**src/rtl/secure_serdes_decrypt_rx.sv**
```systemverilog
// Bit-serial receive/decrypt: shifts in ciphertext and key MSB first, checks even parity,
// and presents plaintext = C ^ K with held done, ack handshake and sticky overrun.
module secure_serdes_decrypt_rx (
  input  logic       clk,
  input  logic       rst_n,
  input  logic       ena,
  input  logic [7:0] ui_in,
  output logic [7:0] uo_out,
  input  logic [7:0] uio_in,
  output logic [7:0] uio_out,
  output logic [7:0] uio_oe
);

  typedef enum logic [1:0] {StIdle, StShift, StParity} state_e;

  state_e      state_q;
  logic [2:0]  cnt_q;
  logic [7:0]  cipher_q;
  logic [7:0]  key_q;
  logic [7:0]  pt_q;
  logic        done_q;
  logic        busy_q;
  logic        perr_q;
  logic        ovr_q;
  logic [3:0]  fcnt_q;

  logic start, c_bit, k_bit, p_bit, ack;
  assign start = ui_in[0];
  assign c_bit = ui_in[1];
  assign k_bit = ui_in[2];
  assign p_bit = ui_in[3];
  assign ack   = ui_in[4];

  logic unused_inputs;
  assign unused_inputs = ^{uio_in, ui_in[7:5]};

  always_ff @(posedge clk or negedge rst_n) begin
    if (!rst_n) begin
      state_q  <= StIdle;
      cnt_q    <= 3'd0;
      cipher_q <= 8'h00;
      key_q    <= 8'h00;
      pt_q     <= 8'h00;
      done_q   <= 1'b0;
      busy_q   <= 1'b0;
      perr_q   <= 1'b0;
      ovr_q    <= 1'b0;
      fcnt_q   <= 4'd0;
    end else if (ena) begin
      if (ack) begin
        done_q <= 1'b0;
        ovr_q  <= 1'b0;
      end
      case (state_q)
        StIdle: begin
          if (start) begin
            state_q <= StShift;
            busy_q  <= 1'b1;
            cnt_q   <= 3'd7;
          end
        end
        StShift: begin
          cipher_q <= {cipher_q[6:0], c_bit};
          key_q    <= {key_q[6:0], k_bit};
          cnt_q    <= cnt_q - 3'd1;
          if (cnt_q == 3'd0) state_q <= StParity;
        end
        StParity: begin
          // Completion overrides a coincident ack: the later assignments win.
          pt_q    <= cipher_q ^ key_q;
          perr_q  <= (^cipher_q) != p_bit;
          done_q  <= 1'b1;
          ovr_q   <= ovr_q | done_q;
          fcnt_q  <= fcnt_q + 4'd1;
          busy_q  <= 1'b0;
          state_q <= StIdle;
        end
        default: state_q <= StIdle;
      endcase
    end
  end

  assign uo_out  = pt_q;
  assign uio_out = {fcnt_q, ovr_q, perr_q, busy_q, done_q};
  assign uio_oe  = 8'hFF;

endmodule

```
**config.mk**
```make
export PLATFORM = sky130hd
export DESIGN_NAME = secure_serdes_decrypt_rx
export DESIGN_NICKNAME = d
export VERILOG_FILES = /design/src/rtl/secure_serdes_decrypt_rx.sv
export SDC_FILE = /design/constraint.sdc
export NUM_CORES = 1
export LEC_CHECK = 0
export BUFFER_PORTS_ARGS = -buffer_cell sky130_fd_sc_hd__buf_2
export CAP_MARGIN = 40
export CORE_ASPECT_RATIO = 2
export CORE_MARGIN = 2
export CORE_UTILIZATION = 47
export DETAILED_ROUTE_END_ITERATION = 10
export GPL_TIMING_DRIVEN = 0
export PLACE_DENSITY = 0.81
export SETUP_SLACK_MARGIN = 0.02
export SYNTH_ARGS = -nofsm -noshare
export SYNTH_HDL_FRONTEND = slang
export SYNTH_SLANG_ARGS = --single-unit
```
**constraint.sdc**
```tcl
create_clock -name clk -period 1.4 [get_ports clk]
set_input_delay 0.14 -clock clk [delete_from_list [all_inputs] [get_ports clk]]
set_output_delay 0.14 -clock clk [all_outputs]
set_load 0.03 [all_outputs]
```
==> metrics.csv, run 1 <==
stage;metric;value;unit
cts;cts_root_buf;clkbuf_8;
sta;setup_viol;0;
logic_synthesis;ys_seq_area_share;55.2;%
sta;relSlewSlack;46.6;%
sta;clock.fmax;744;MHz
critical_path;cp_slowest_stage_delay;0.43;ns
critical_path;crit_type;flip-flop to flip-flop;
run;maxCapViolations;0;
placement;gp_congestion;0.765;
sta;rsz0062_at_grt;yes;
cells_and_area;antenna_cells;0;
detailed_routing;first_pass_iters;3;
sta;tightest_slew;0.800;ns
critical_path;required;1.57;ns
cts;clock_sinks;37;
global_route;track_usage;16.7;%
detailed_routing;drcViolationCount;0;
cts;cts_max_level;2;
outcome;status;finished, final reports clean;
logic_synthesis;syn_avg_cell_area;11.9;µm²
cells_and_area;final_nets;206;
pwr;p_leak;1.01;nW
global_route;grt_max_degree;38;
global_route;first_global_vias;1093;
global_route;grt_pass1_wl;4.77;mm
pwr;p_per_area;2160;nW/µm²
logic_synthesis;netlist_area;1680;µm²
cts;cts_max_path_buffers;2;
cells_and_area;areaGrowthSynthToFinish;22.3;%
sta;finalMaxSlewViolations;0;
sta;fin_tns_setup;0;ns
logic_synthesis;syn-instance-count;141;
global_route;grt_overflow;0;
floorplanning;row_count;30;
cts;cts_tree;done;
critical_path;critPathArrivalTime;1.52;ns
critical_path;end_kind;flip-flop;
detailed_routing;vias;1105;
logic_synthesis;synth-seq-cells;37;
floorplanning;dieArea;4090;µm²
critical_path;cp.buffers_inverters;0;
cts;clk_pin_slew;0.07;ns
worst_hold_path;hold_path_class;primary input to flip-flop;
cts;clock_latency;0.29;ns
floorplanning;fp.dieW;46.2;µm
sta;period_needed;1.34;ns
critical_path;path_delay_family;XOR/XNOR gates;
sta;fin_crit_sh;96.0;%
detailed_routing;antenna_left;0;
cells_and_area;drive_gt1_share;40.0;%
floorplanning;start_util;49.1;%
cells_and_area;fill_cells;279;
sta;hold_slack;0.0881;ns
detailed_routing;drt-total-wl;2.96;mm
critical_path;cp_max_fo;4;
detailed_routing;vias_per_cell;4.74;
logic_synthesis;synth_cell_types;25;
cts;cts_inserted_buffers;5;
placement;io_buffers;23;
detailed_routing;wl_per_cell;12.7;µm
critical_path;slowest_stage;dfrtp_2;
sta;finalHoldViolations;0;
floorplanning;coreArea;3420;µm²
detailed_routing;first_iter_violations;17;
critical_path;crit_path_start_kind;flip-flop;
placement;dp_hpwl;2.18;mm
floorplanning;io_pins;43;
logic_synthesis;yosysWarningCount;0;
sta;skew;0.00615;ns
floorplanning;die_height;88.5;µm
pwr;peakVddDrop;0.00108;V
global_route;antenna_found_initial;0;
critical_path;worstPathCellList;xnor2_2 > xnor3_1 > xnor2_1 > o21ai_1;
layout make-up:
class,count,area (µm²),share of cell area (%)
Sequential cell,37,930,45.3
Multi-Input combinational cell,91,669,32.6
Timing Repair Buffer,29,175,8.54
Buffer,15,115,5.61
Clock buffer,6,72.6,3.54
Tap cell,48,60.1,2.93
Inverter,5,18.8,0.915
Clock inverter,2,10.0,0.488
what timing repair did:
| action | in CTS | in global routing |
|---|---|---|
| resized for setup | 2 | 6 |
| setup buffers | 4 | 1 |
| pin swaps | 0 | 2 |
| endpoints found under the setup margin | 11 | 9 |
| hold buffers | 1 | 0 |
| hold endpoints to repair | 37 | 0 |
stage by stage:
| step | cells | setup WS (ns) | utilization (%) | area [µm²] | power, mW |
|---|---|---|---|---|---|
| floorplan | 148 | 0.0833 | - | 1700 | 3.18 |
| global placement | 219 | -0.00450 | 55.0 | 1880 | 3.47 |
| detailed placement | 219 | -0.0412 | 55.0 | 1880 | 3.59 |
| CTS | 232 | 0.0387 | 59.1 | 2020 | 4.40 |
| global route | 233 | -0.0519 | 60.0 | 2050 | 4.75 |
| finish | 233 | 0.0563 | 60.0 | 2050 | 4.44 |
sequential cells by signal, summed over array words and instances, names as in the netlist:
name	flops
done_q	1
busy_q	1
cnt_q	3
fcnt_q	4
perr_q	1
uo_out	8
ovr_q	1
key_q	8
state_q	2
cipher_q	8
cells in the final DEF (no fill, tap or decap), drive strengths merged:
master       instances
buf                 43
dfrtp               37
nand2               19
mux2                16
xnor2               15
o21ai               10
conb                 8
clkbuf               6
inv                  5
nor2                 5
a31oi                3
ha                   3
a21oi                2
xor2                 2
clkinv               2
and2b                1
o22ai                1
o21a                 1
nor2b                1
and2                 1
xnor3                1
nand4                1
a32o                 1
dlygate4sd3          1
path summary, 6_finish.rpt:
check / slack (ns) / cells past startpoint / from / end
setup / recovery: 0.06 / 4 / cipher_q[3] / perr_q
setup reg to reg: 0.06 / 4 / cipher_q[3] / perr_q
hold / removal: 0.09 / 2 / ui_in[2] / key_q[0]
min in group asynchronous: 0.47 / 2 / rst_n / key_q[4]
max in group asynchronous: 0.38 / 2 / rst_n / cipher_q[3]
hold reg to reg: 0.47 / 1 / fcnt_q[3] / fcnt_q[3]
synthesized netlist by cell type, drive strengths merged:
cell   number  share of area [%]
a21oi       2               0.60
dfrtp      37                 55
nor2        5                1.1
nand4       1               0.37
and2b       1               0.52
o22ai       1               0.37
nor2b       1               0.37
a32o        1               0.60
and2        1               0.37
o21a        1               0.45
a31oi       3                1.1
xor2        2                1.0
ha          3                2.2
mux2       16                 11
o21ai      10                3.0
xnor3       1                1.3
buf        15                6.6
nand2      19                4.7
inv         5                1.1
xnor2      15                7.8
conb        1               0.22
worst reg2reg max path: cells and delay by family, from the launching register on:
kind | cells | cell delay (ns)
xor gates and xnor gates | 3 | 0.72
DFF | 1 | 0.43
AOI/OAI and AO/OA | 1 | 0.08
power by group:
part	total, mW	leakage, nW	switching [mW]	internal [mW]
Combinational	1.84	0.503	0.826	1.02
Clock	0.702	0.0450	0.357	0.344
Sequential	1.89	0.457	0.402	1.49
cell families (layout without fill, tap and decap cells):
| group | count (synthesis) | in the layout | synth area share, % |
|---|---|---|---|
| flip-flops | 37 | 37 | 55.2 |
| other | 1 | 8 | 0.224 |
| AO/OA/AOI/OAI | 18 | 18 | 6.12 |
| adder cells (fa/ha/maj) | 3 | 3 | 2.24 |
| multiplexers | 16 | 16 | 10.7 |
| XOR/XNOR | 18 | 18 | 10.2 |
| buffers and inverters | 20 | 57 | 7.76 |
| AND/OR/NAND/NOR | 28 | 28 | 7.46 |
per-layer routing:
metal  wire (µm)  GRT usage (%)  up-vias
li1            -              -      530
met1        1080           16.5      534
met2        1650           28.8       34
met3         138           5.51        7
met4          88           9.61        0
met5           0              0        -
Note: power is estimated with default switching activity, not from simulation.
==> run 2, diff against run 1 <==
--- a/config.mk
+++ b/config.mk
@@ -9,10 +9,10 @@
 export CAP_MARGIN = 40
 export CORE_ASPECT_RATIO = 2
 export CORE_MARGIN = 2
-export CORE_UTILIZATION = 47
+export CORE_UTILIZATION = 30
 export DETAILED_ROUTE_END_ITERATION = 10
 export GPL_TIMING_DRIVEN = 0
-export PLACE_DENSITY = 0.81
+export PLACE_DENSITY = 0.58
 export SETUP_SLACK_MARGIN = 0.02
 export SYNTH_ARGS = -nofsm -noshare
 export SYNTH_HDL_FRONTEND = slang
==> run 2 against run 1 <==
Against the previous run:
- clock skew about the same
- clock power up 15%
- final cell count up 6.0%
- fmax down 1.5%
- register-to-register slack worse by 0.02 ns
- critical endpoint is now key_q[4]
- highest routed layer unchanged
==> metrics.csv, run 2 (same netlist as run 1, synthesis figures left out) <==
stage;metric;value;unit
cells_and_area;final_common_cell;dfrtp_1;
sta;hold_slack;0.0868;ns
placement;place_ws;-0.0580;ns
placement;gp_congestion;0.691;
placement;post_dp_cell_area;1890;µm²
detailed_routing;antenna_left;0;
placement;post-place-cells;231;
floorplanning;dieArea;6240;µm²
cts;cts_inserted_buffers;5;
floorplanning;start_util;30.9;%
sta;rsz0062_at_grt;yes;
floorplanning;coreArea;5420;µm²
detailed_routing;wl_per_cell;12.8;µm
floorplanning;fp.dieW;56.9;µm
global_route;track_usage;10.8;%
detailed_routing;vias;1107;
pwr;p_leak;1.03;nW
cts;cts_root_buf;clkbuf_8;
critical_path;r2r_slack;0.04;ns
pwr;power_frac_seq;41.2;%
cells_and_area;antenna_cells;0;
pwr;internal-power;2.95;mW
sta;worst_slack;0.0364;ns
cells_and_area;fill_cells;562;
sta;fin_tns_setup;0;ns
global_route;grt_pass1_wl;5.06;mm
cells_and_area;drive_gt1_share;40.6;%
cells_and_area;seq_area;928;µm²
critical_path;required;1.57;ns
pwr;swShare;34.8;%
sta;skew;0.00637;ns
cells_and_area;design_area;2110;µm²
floorplanning;io_pins;43;
detailed_routing;met3WireLength;125;µm
detailed_routing;drt-total-wl;3.15;mm
detailed_routing;vias_per_cell;4.48;
cells_and_area;areaGrowthSynthToFinish;26.0;%
critical_path;crit_type;flip-flop to flip-flop;
placement;io_buffers;23;
floorplanning;die_height;110;µm
cells_and_area;multi_input_area;663;µm²
global_route;antenna_found_initial;0;
cells_and_area;layout_common_cells;dfrtp_1, buf_2, nand2_1, buf_4, mux2_2;
detailed_routing;drcViolationCount;0;
outcome;status;finished, final reports clean;
pwr;comb_power_share;40.9;%
cts;clock_latency;0.29;ns
cells_and_area;instances_no_fill;247;
critical_path;end_kind;flip-flop;
sta;finalHoldViolations;0;
sta;clock.fmax;733;MHz
pwr;p_per_area;2140;nW/µm²
detailed_routing;top_layer;met4;
floorplanning;row_count;38;
run;maxCapViolations;0;
sta;tightest_slew;0.834;ns
global_route;first_global_vias;1118;
cts;cts_max_level;2;
cts;clk_pin_slew;0.07;ns
cells_and_area;final_nets;208;
worst_hold_path;hold_path_class;primary input to flip-flop;
pwr;p_total;4.53;mW
detailed_routing;drt-met1-wl;1.04;mm
cts;clock_sinks;37;
detailed_routing;first_pass_iters;4;
critical_path;critPathArrivalTime;1.53;ns
sta;setup_viol;0;
critical_path;crit_path_start_kind;flip-flop;
cts;cts_tree;done;
critical_path;cp_max_fo;5;
sta;period_needed;1.36;ns
sta;fin_crit_sh;97.4;%
cells_and_area;postLayoutCoreUtil;39.0;%
pwr;clkPwrFrac;17.9;%
global_route;grt_max_degree;38;
global_route;grt_overflow;0;
cts;cts_max_path_buffers;2;
sta;finalMaxSlewViolations;0;
pwr;peakVddDrop;0.000960;V
detailed_routing;wl_met2;1.90;mm
placement;dp_hpwl;2.25;mm
pwr;netSwitchingPower;1.58;mW
detailed_routing;first_iter_violations;6;
sta;relSlewSlack;44.4;%
==> run 2: cell types whose count changed in the layout (fill, tap and decap cells not counted), sizes merged <==
cell    before  now
buf         43   44
clkinv       2    1
clkbuf       6    8
==> run 2: worst max-delay path, stage by stage (launching register included) <==
cell and delay [ns]:
dfrtp_1 0.39, and2b_2 0.27, nand2_4 0.11, clkbuf_16 0.16
mux2_2 0.32
==> run 2: area by class of cell <==
| class | count | area share [%] |
|---|---|---|
| inverters | 5 | 0.889 |
| plain buffers | 15 | 5.57 |
| clock inverters | 1 | 0.237 |
| clock buffers | 7 | 4.56 |
| flip-flops and latches | 37 | 44.0 |
| multi-input cells | 91 | 31.4 |
| repair buffers | 31 | 9.83 |
| well taps | 60 | 3.55 |
==> run 2: path summary, 6_finish.rpt <==
path / from / to / depth (start not counted)
max: state_q[1] / key_q[4] / 4
min: ui_in[1] / cipher_q[0] / 2
max reg2reg: state_q[1] / key_q[4] / 4
min reg2reg: fcnt_q[3] / fcnt_q[3] / 1
max in group asynchronous: rst_n / state_q[0] / 2
min in group asynchronous: rst_n / cnt_q[1] / 2
==> run 2: timing repair <==
action                                  4_1_cts  5_1_grt
endpoints found under the setup margin       22       26
hold endpoints to repair                     37        0
hold buffers                                  1        0
cloned                                        0        1
buffers inserted                              3        3
pin swaps                                     3        1
resized for setup                             4        5
==> run 2: power groups by stage <==
| stage | Sequential [mW] | Clock (mW) | Combinational, mW |
|---|---|---|---|
| after floorplan | 1.99 | 0 | 1.19 |
| after global placement | 1.89 | 0 | 1.65 |
| after detailed placement | 1.90 | 0 | 1.69 |
| after CTS | 1.87 | 0.842 | 1.81 |
| after global routing | 1.93 | 0.889 | 2.03 |
| final | 1.87 | 0.810 | 1.85 |
==> run 2: metal layers <==
layer  up-vias  GRT usage [%]
met5         -              0
met4         0           6.48
met3         6           2.82
met2        25           21.3
met1       541           9.41
li1        535              -
==> run 3, diff against run 2 <==
--- a/config.mk
+++ b/config.mk
@@ -10,6 +10,8 @@
 export CORE_ASPECT_RATIO = 2
 export CORE_MARGIN = 2
 export CORE_UTILIZATION = 30
+export CTS_BUF_LIST = sky130_fd_sc_hd__clkbuf_4
+export CTS_CLUSTER_DIAMETER = 150
 export DETAILED_ROUTE_END_ITERATION = 10
 export GPL_TIMING_DRIVEN = 0
 export PLACE_DENSITY = 0.58
==> run 3 against run 2 <==
Against the previous run:
- sequential power barely moved
- fmax up 0.94%
- utilization shrank 1.5 points
- highest routed layer unchanged
==> metrics.csv, run 3 (same netlist as run 1, synthesis figures left out) <==
stage;metric;value;unit
cells_and_area;areaGrowthSynthToFinish;21.2;%
cts;cts_tree;done;
critical_path;critPathArrivalTime;1.58;ns
critical_path;r2r_cells;4;
sta;setup_viol;0;
pwr;p_total;4.21;mW
critical_path;crit_type;flip-flop to flip-flop;
global_route;grt_pass1_wl;5.06;mm
critical_path;crit_path_start_kind;flip-flop;
sta;finalMaxSlewViolations;0;
outcome;status;finished, final reports clean;
critical_path;end_kind;flip-flop;
global_route;grt_max_degree;38;
critical_path;crit_top_cell;xnor2_1;
global_route;first_global_vias;1128;
cells_and_area;design_area;2030;µm²
sta;period_needed;1.35;ns
pwr;p_per_area;2070;nW/µm²
floorplanning;dieArea;6240;µm²
cells_and_area;final_nets;207;
global_route;antenna_found_initial;0;
worst_hold_path;whs_path_depth;2;
placement;gp_congestion;0.691;
critical_path;slowest_stage;xnor3_1;
cells_and_area;final_common_cell;dfrtp_1;
detailed_routing;vias_per_cell;4.43;
cells_and_area;drive_gt1_share;38.7;%
cells_and_area;instances_no_fill;246;
floorplanning;die_height;110;µm
global_route;grt_overflow;0;
run;maxCapViolations;0;
global_route;track_usage;10.8;%
cells_and_area;multi_input_area;662;µm²
detailed_routing;drcViolationCount;0;
sta;fin_crit_sh;96.5;%
worst_hold_path;hold_start;ui_in[1];
placement;dp_hpwl;2.25;mm
floorplanning;io_pins;43;
detailed_routing;vias;1090;
detailed_routing;wl_per_cell;12.1;µm
sta;worst_slack;0.0492;ns
sta;skew;0.00991;ns
cts;cts_root_buf;clkbuf_4;
detailed_routing;drt-total-wl;2.99;mm
cts;cts_max_path_buffers;2;
placement;io_buffers;23;
critical_path;cp_slowest_stage_delay;0.44;ns
critical_path;required;1.63;ns
cells_and_area;postLayoutCoreUtil;37.5;%
cells_and_area;seq_area;928;µm²
critical_path;cp_max_fo;2;
sta;relSlewSlack;44.4;%
cells_and_area;fill_cells;575;
placement;post-place-cells;231;
cells_and_area;antenna_cells;0;
sta;clock.fmax;740;MHz
cts;clk_pin_slew;0.11;ns
sta;finalHoldViolations;0;
critical_path;cp.buffers_inverters;0;
cts;cts_inserted_buffers;5;
sta;rsz0062_at_grt;yes;
detailed_routing;first_pass_iters;3;
floorplanning;fp.dieW;56.9;µm
floorplanning;coreArea;5420;µm²
floorplanning;row_count;38;
cts;clock_sinks;37;
cells_and_area;layout_common_cells;dfrtp_1, buf_2, nand2_1;
critical_path;path_depth;4;
critical_path;path_delay_family;XOR/XNOR gates;
placement;place_ws;-0.0580;ns
critical_path;worstPathCellList;xnor2_1 > xnor3_1 > xnor2_1 > o21ai_1;
cts;clock_latency;0.34;ns
detailed_routing;antenna_left;0;
pwr;peakVddDrop;0.000955;V
pwr;p_leak;0.991;nW
cts;cts_max_level;2;
detailed_routing;first_iter_violations;19;
floorplanning;start_util;30.9;%
critical_path;r2r-start;cipher_q[5];
sta;tightest_slew;0.834;ns
worst_hold_path;hold_path_class;primary input to flip-flop;
placement;post_dp_cell_area;1890;µm²
critical_path;crit_start;cipher_q[5];
run 3: cell count changes in the layout (fill, tap and decap cells not counted), sizes merged:
cell    before  now
clkbuf       8    5
clkinv       1    3
run 3: area by class of cell:
type | count | area share, %
Inverter | 5 | 0.924
Clock inverter | 3 | 0.616
Multi-Input combinational cell | 91 | 32.6
Sequential cell | 37 | 45.7
Clock buffer | 5 | 1.85
Buffer | 15 | 5.67
Timing Repair Buffer | 30 | 8.99
Tap cell | 60 | 3.69
run 3: layer usage:
layer	part of all wire (%)	up-vias	track usage, %
li1	-	534	-
met1	34	526	9.34
met2	59	25	21.5
met3	3.9	5	2.47
met4	2.7	0	6.48
met5	0	-	0
run 3: repair_timing:
| item | CTS | global route |
|---|---|---|
| endpoints found under the setup margin | 20 | 13 |
| pin swaps | 3 | 0 |
| hold endpoints to repair | 37 | 0 |
| gates resized for setup | 4 | 2 |
| buffers inserted | 5 | 1 |
| hold buffers | 1 | 0 |
run 3: per-stage QoR:
stage	TNS (ns)	hold slack (ns)
3_5_place_dp	-0.528	0.295
5_1_grt	-0.00979	0.0116
4_1_cts	0	0.0228
3_3_place_gp	-0.366	0.280
2_1_floorplan	0	-0.156
6_report	0	0.0331
run 3: where the power goes:
part / internal, mW / total (mW) / switching [mW]
sequential: 1.48 / 1.84 / 0.357
clock: 0.182 / 0.523 / 0.341
combinational: 1.01 / 1.86 / 0.841
run 3: final timing paths:
kind	end	slack, ns
max in group asynchronous	state_q[0]	0.39
min	cipher_q[0]	0.03
min reg2reg	fcnt_q[3]	0.48
max reg2reg	perr_q	0.05
min in group asynchronous	uo_out[0]	0.43
max	perr_q	0.05
run 3: worst register-to-register path, delay by kind of cell, from the launching register on:
| kind | cells | cell delay [ns] |
|---|---|---|
| flip-flops | 1 | 0.41 |
| XOR/XNOR | 3 | 0.78 |
| AO/OA/AOI/OAI | 1 | 0.07 |
